## src/rtl/wallace_mult_pipe.sv

```systemverilog
// Two-stage pipelined Wallace-tree multiplier with valid/ready flow control.
// Define WALLACE_MULT_SIGNED_EN to add per-op Baugh-Wooley signed mode.
module wallace_mult_pipe #(
  parameter int WIDTH = 8
) (
  input  logic               clk,
  input  logic               reset_n,
  input  logic               flush,
  input  logic               in_valid,
  output logic               in_ready,
  input  logic [WIDTH-1:0]   in_a,
  input  logic [WIDTH-1:0]   in_b,
`ifdef WALLACE_MULT_SIGNED_EN
  input  logic               in_signed,
`endif
  output logic               out_valid,
  input  logic               out_ready,
  output logic [2*WIDTH-1:0] out_product
);

  localparam int PW = 2 * WIDTH;

  typedef logic [PW-1:0] row_t;

  row_t pp [WIDTH];
  row_t lv [WIDTH];
  row_t nx [WIDTH];
  int   n_rows;
  int   m_rows;
  row_t cs_sum;
  row_t cs_carry;

  row_t s1_sum;
  row_t s1_carry;
  logic s1_valid;
  logic s2_load;
  logic accept;
  row_t cpa;

  assign s2_load  = s1_valid & (~out_valid | out_ready);
  assign in_ready = ~flush & (~s1_valid | s2_load);
  assign accept   = in_valid & in_ready;

  // Partial products; signed mode inverts the bits touching exactly one sign bit
  always_comb begin
    for (int i = 0; i < WIDTH; i++) begin
      pp[i] = '0;
      for (int j = 0; j < WIDTH; j++) begin
        logic bit_v;
        bit_v = in_a[j] & in_b[i];
`ifdef WALLACE_MULT_SIGNED_EN
        if (in_signed && ((i == WIDTH-1) != (j == WIDTH-1)))
          bit_v = ~bit_v;
`endif
        pp[i][i+j] = bit_v;
      end
    end
  end

  // Wallace levels: each group of three rows becomes a sum row and a carry row
  always_comb begin
    lv     = pp;
    nx     = '{default: '0};
    n_rows = WIDTH;
    m_rows = 0;
    for (int l = 0; l < WIDTH; l++) begin
      nx     = '{default: '0};
      m_rows = 0;
      for (int g = 0; g < WIDTH / 3; g++) begin
        if (3*g + 2 < n_rows) begin
          nx[m_rows]   = lv[3*g] ^ lv[3*g+1] ^ lv[3*g+2];
          nx[m_rows+1] = ((lv[3*g] & lv[3*g+1]) |
                          (lv[3*g] & lv[3*g+2]) |
                          (lv[3*g+1] & lv[3*g+2])) << 1;
          m_rows       = m_rows + 2;
        end
      end
      for (int k = 0; k < WIDTH; k++) begin
        if (k >= 3*(n_rows/3) && k < n_rows) begin
          nx[m_rows] = lv[k];
          m_rows     = m_rows + 1;
        end
      end
      if (n_rows > 2) begin
        lv     = nx;
        n_rows = m_rows;
      end
    end
    cs_sum   = lv[0];
    cs_carry = (n_rows > 1) ? lv[1] : '0;
  end

`ifdef WALLACE_MULT_SIGNED_EN
  localparam row_t CORR = (row_t'(1) << WIDTH) | (row_t'(1) << (PW-1));
  logic s1_signed;

  always_ff @(posedge clk or negedge reset_n) begin
    if (!reset_n)
      s1_signed <= 1'b0;
    else if (accept)
      s1_signed <= in_signed;
  end

  assign cpa = s1_sum + s1_carry + (s1_signed ? CORR : '0);
`else
  assign cpa = s1_sum + s1_carry;
`endif

  always_ff @(posedge clk or negedge reset_n) begin
    if (!reset_n) begin
      s1_valid    <= 1'b0;
      s1_sum      <= '0;
      s1_carry    <= '0;
      out_valid   <= 1'b0;
      out_product <= '0;
    end else if (flush) begin
      s1_valid  <= 1'b0;
      out_valid <= 1'b0;
    end else begin
      if (accept) begin
        s1_sum   <= cs_sum;
        s1_carry <= cs_carry;
        s1_valid <= 1'b1;
      end else if (s2_load) begin
        s1_valid <= 1'b0;
      end
      if (s2_load) begin
        out_product <= cpa;
        out_valid   <= 1'b1;
      end else if (out_valid && out_ready) begin
        out_valid <= 1'b0;
      end
    end
  end

endmodule

```

## config.mk

```make
export PLATFORM = sky130hd
export DESIGN_NAME = wallace_mult_pipe
export DESIGN_NICKNAME = d
export VERILOG_FILES = /design/src/rtl/wallace_mult_pipe.sv
export SDC_FILE = /design/constraint.sdc
export NUM_CORES = 1
export LEC_CHECK = 0
export BUFFER_PORTS_ARGS = -buffer_cell sky130_fd_sc_hd__buf_4
export CAP_MARGIN = 20
export CORE_MARGIN = 5
export CORE_UTILIZATION = 59
export DETAILED_ROUTE_END_ITERATION = 10
export GPL_TIMING_DRIVEN = 0
export PLACE_DENSITY = 0.9
export SYNTH_ARGS = -nofsm -noshare
export SYNTH_HDL_FRONTEND = slang
export SYNTH_SLANG_ARGS = --single-unit
```

## constraint.sdc

```tcl
create_clock -name clk -period 2.4 [get_ports clk]
set_clock_uncertainty 0.15 [all_clocks]
set_input_delay 0.48 -clock clk [delete_from_list [all_inputs] [get_ports clk]]
set_output_delay 0.48 -clock clk [all_outputs]
set_load 0.1 [all_outputs]
```

==> results by group <==
Run status
  – Outcome: finished with violations
  – Failing checks: negative hold slack, negative setup slack

Drt
  – Final ANT Viol Nets: 0
  – # DRC: 0
  – Via Count: 2645
  – DR pass1 iterations: 6
  – Final wirelength: 8380 µm
  – Via-per-instance ratio: 5.852
  – 1st-iter DRT viols: 193
  – Routed WL per cell: 18.54 µm

Synthesis
  – Mapped Area: 3475 µm²
  – Netlist cell types: 38
  – Cells after Synth: 328
  – Synthesized flop and latch total: 44
  – Synth Warn #: 0
  – Syn nets: 413
  – Post-synth EDFFs: 0
  – Ys async rst share: 1.000
  – Syn avg cell area: 10.59 µm²
  – Synth Flop Type: dfrtp_1
  – Register area share after synthesis: 0.3169

Setup path
  – R2r setup slk: 0.09 ns
  – Crit path max fanout: 6
  – Reg2reg start: s1_sum[5]
  – Worst setup EP type: register
  – Crit. Startpoint: in_a[4]
  – Crit. path cell count: 8
  – CP Launch Type: input port
  – Crit-path most repeated cell: fa_2
  – Critical Path AT: 2.96 ns
  – Crit path cell chain: clkbuf_16, nand2_4, fa_2, fa_2, fa_2, inv_2, fa_2, mux2_4
  – Required @ worst endpoint: 2.45 ns
  – Worst reg2reg endpoint: out_product[13]
  – Worst path slowest cell: fa_2
  – R2R cell count: 8
  – Critical path class: input port to register
  – Largest stage delay on the critical path: 0.58 ns
  – Critical path buffers and inverters: 2
  – CP delay by family, top: adder cells
  – Setup crit end: s1_sum[9]

Cells and area
  – Most frequent cells in the layout: nand2_1 (52), dfrtp_1 (43), buf_4 (30)
  – Commonest non-fill, non-tap cell in the layout: nand2_1
  – Number of diodes: 0
  – Final nets: 461
  – Register area: 1102 µm²
  – Share of cells above drive strength 1: 0.3740
  – Fin util: 0.7489
  – Final non-filler cell total: 452
  – Area growth syn-to-layout: 25.35%
  – Fillers: 369
  – Multi-input logic area: 2466 µm²
  – Finished Cell Area: 4355 µm²

Timing
  – Relative slew slack: 0.4648
  – Final-report hold violation count: 2
  – Fmax: 343.4 MHz
  – Final setup violating endpoints: 17
  – Minimum clock period: 2.912 ns
  – Final Cycle Share: 1.213
  – Final Max Tran Viols: 0
  – Worst hold slack: -0.002445 ns
  – RSZ-0062 raised after global routing: true
  – Fin Setup TNS: -5.127 ns
  – Worst slew pin tran: 0.7993 ns
  – Worst Setup Slack, final: -0.5121 ns

CTS
  – Clk sinks: 44
  – Worst-Skew Late Latency: 0.31 ns
  – Root buf cell: clkbuf_8
  – Clk buf depth: 2
  – Clk slew on worst S/H paths: 0.09 ns
  – Hold_buf cts: 0
  – CTS H-tree lvls: 2
  – CTS tree: built
  – CTS buffer count: 5

Floorplanning
  – Die Wd: 86.74 µm
  – Die footprint: 7524 µm²
  – Rows: 28
  – Die extent in y: 86.74 µm
  – Ports: 39
  – Starting Density: 0.5975
  – Core area: 5816 µm²

GRT
  – Initial antenna violation count: 0
  – GRT Total Usage: 0.2256
  – First-pass GRT wire length: 13190 µm
  – Largest net degree at the start of global routing: 45
  – Gr ovfl total: 0
  – Number of global-route vias before repair: 2758

Hold path
  – Hold Path Class: input port to async pin

Place
  – Dpl cells: 439
  – GPL Wtd Cong: 0.8626
  – Cell Area, Placed: 3964 µm²
  – # port buffers: 36
  – DP HPWL: 5659 µm

Power
  – Worst ir drop on vdd: 0.8936 mV
  – LEAKAGE: 0.002122 µW
  – Cell Pwr Density: 973.1 nW/µm²
  – Total Power: 4238 µW

Run
  – Max-Cap Viols: 0
## power by group
| part | internal (µW) | total, µW | switching [µW] |
|---|---|---|---|
| logic | 908 | 2610 | 1700 |
| registers | 991 | 1150 | 161 |
| clock network | 204 | 475 | 271 |
| total | 2100 | 4240 | 2140 |
## per-layer routing
metal	up-vias	routed length (µm)	GRT usage
met5	-	0	0
met4	0	195	0.09207
met3	17	418	0.02757
met2	111	4508	0.3853
met1	1351	3259	0.2920
li1	1166	-	-
## logic make-up (layout without fill, tap and decap cells)
| kind of cell | after synthesis | count (layout) | share of synthesized area |
|---|---|---|---|
| AOI/OAI and AO/OA | 34 | 34 | 0.06122 |
| xor gates and xnor gates | 5 | 5 | 0.01260 |
| adders and majority gates | 64 | 64 | 0.3147 |
| buffers and inverters | 38 | 87 | 0.04645 |
| DFF | 44 | 44 | 0.3169 |
| muxes | 26 | 26 | 0.08390 |
| and+or+nand+nor | 117 | 117 | 0.1642 |
## through the flow
step | hold slack [ns] | setup slack (ns)
floorplan | 0.03441 | -0.6761
global placement | 0.2923 | -0.8520
detailed placement | 0.2991 | -0.9066
CTS | 0.02752 | -0.4712
global route | 0.06047 | -0.5355
finish | -0.002445 | -0.5121
## cells in the mapped netlist, drive strengths merged, types with 2 or more instances
cell	count	area, µm²
and2	28	175.2
clkbuf	2	7.510
mux2	25	281.5
nor2	8	30.03
nand2	66	250.2
nand3	2	10.01
inv	31	116.4
nand4	2	12.51
a31oi	2	12.51
and3	3	18.77
fa	39	780.8
o21ai	11	55.05
a21oi	8	40.04
nor3b	2	20.02
a21o	5	37.54
xor2	4	35.03
dfrtp	44	1101
buf	5	37.53
ha	25	312.8
## cell type report
class | instances | area share
Clock inverter | 2 | 0.002873
Inverter | 31 | 0.02672
Timing Repair Buffer | 41 | 0.09279
Buffer | 7 | 0.02011
Tap cell | 75 | 0.02155
Sequential cell | 44 | 0.2531
Multi-Input combinational cell | 246 | 0.5662
Clock buffer | 6 | 0.01666
## worst register-to-register path, delay by kind of cell, from the launching register on
kind                     cells  cell delay [ns]
AND/OR/NAND/NOR              3             0.72
AO/OA/AOI/OAI                2             0.35
buffers and inverters        1             0.06
adder cells (fa/ha/maj)      2             0.61
flip-flops                   1             0.38
## flip-flops by register name, indices dropped and copies added (netlist names)
signal	flops
out_product	16
s1_valid	1
s1_sum	15
out_valid	1
s1_carry	11
## how the worst min path moves through the flow
stage / end / slack [ns]
2_1_floorplan: out_product[0] / 0.03
3_3_place_gp: out_product[1] / 0.29
3_5_place_dp: out_product[1] / 0.30
4_1_cts: out_product[1] / 0.03
5_1_grt: out_product[6] / 0.06
6_report: out_product[1] / -0.002
## what timing repair did
item,in CTS,in global routing
resized for setup,44,34
endpoints found under the setup margin,17,19
pin swaps,18,21
buffers inserted,2,3
cloned,0,0
Note: power is estimated with default switching activity, not from simulation.
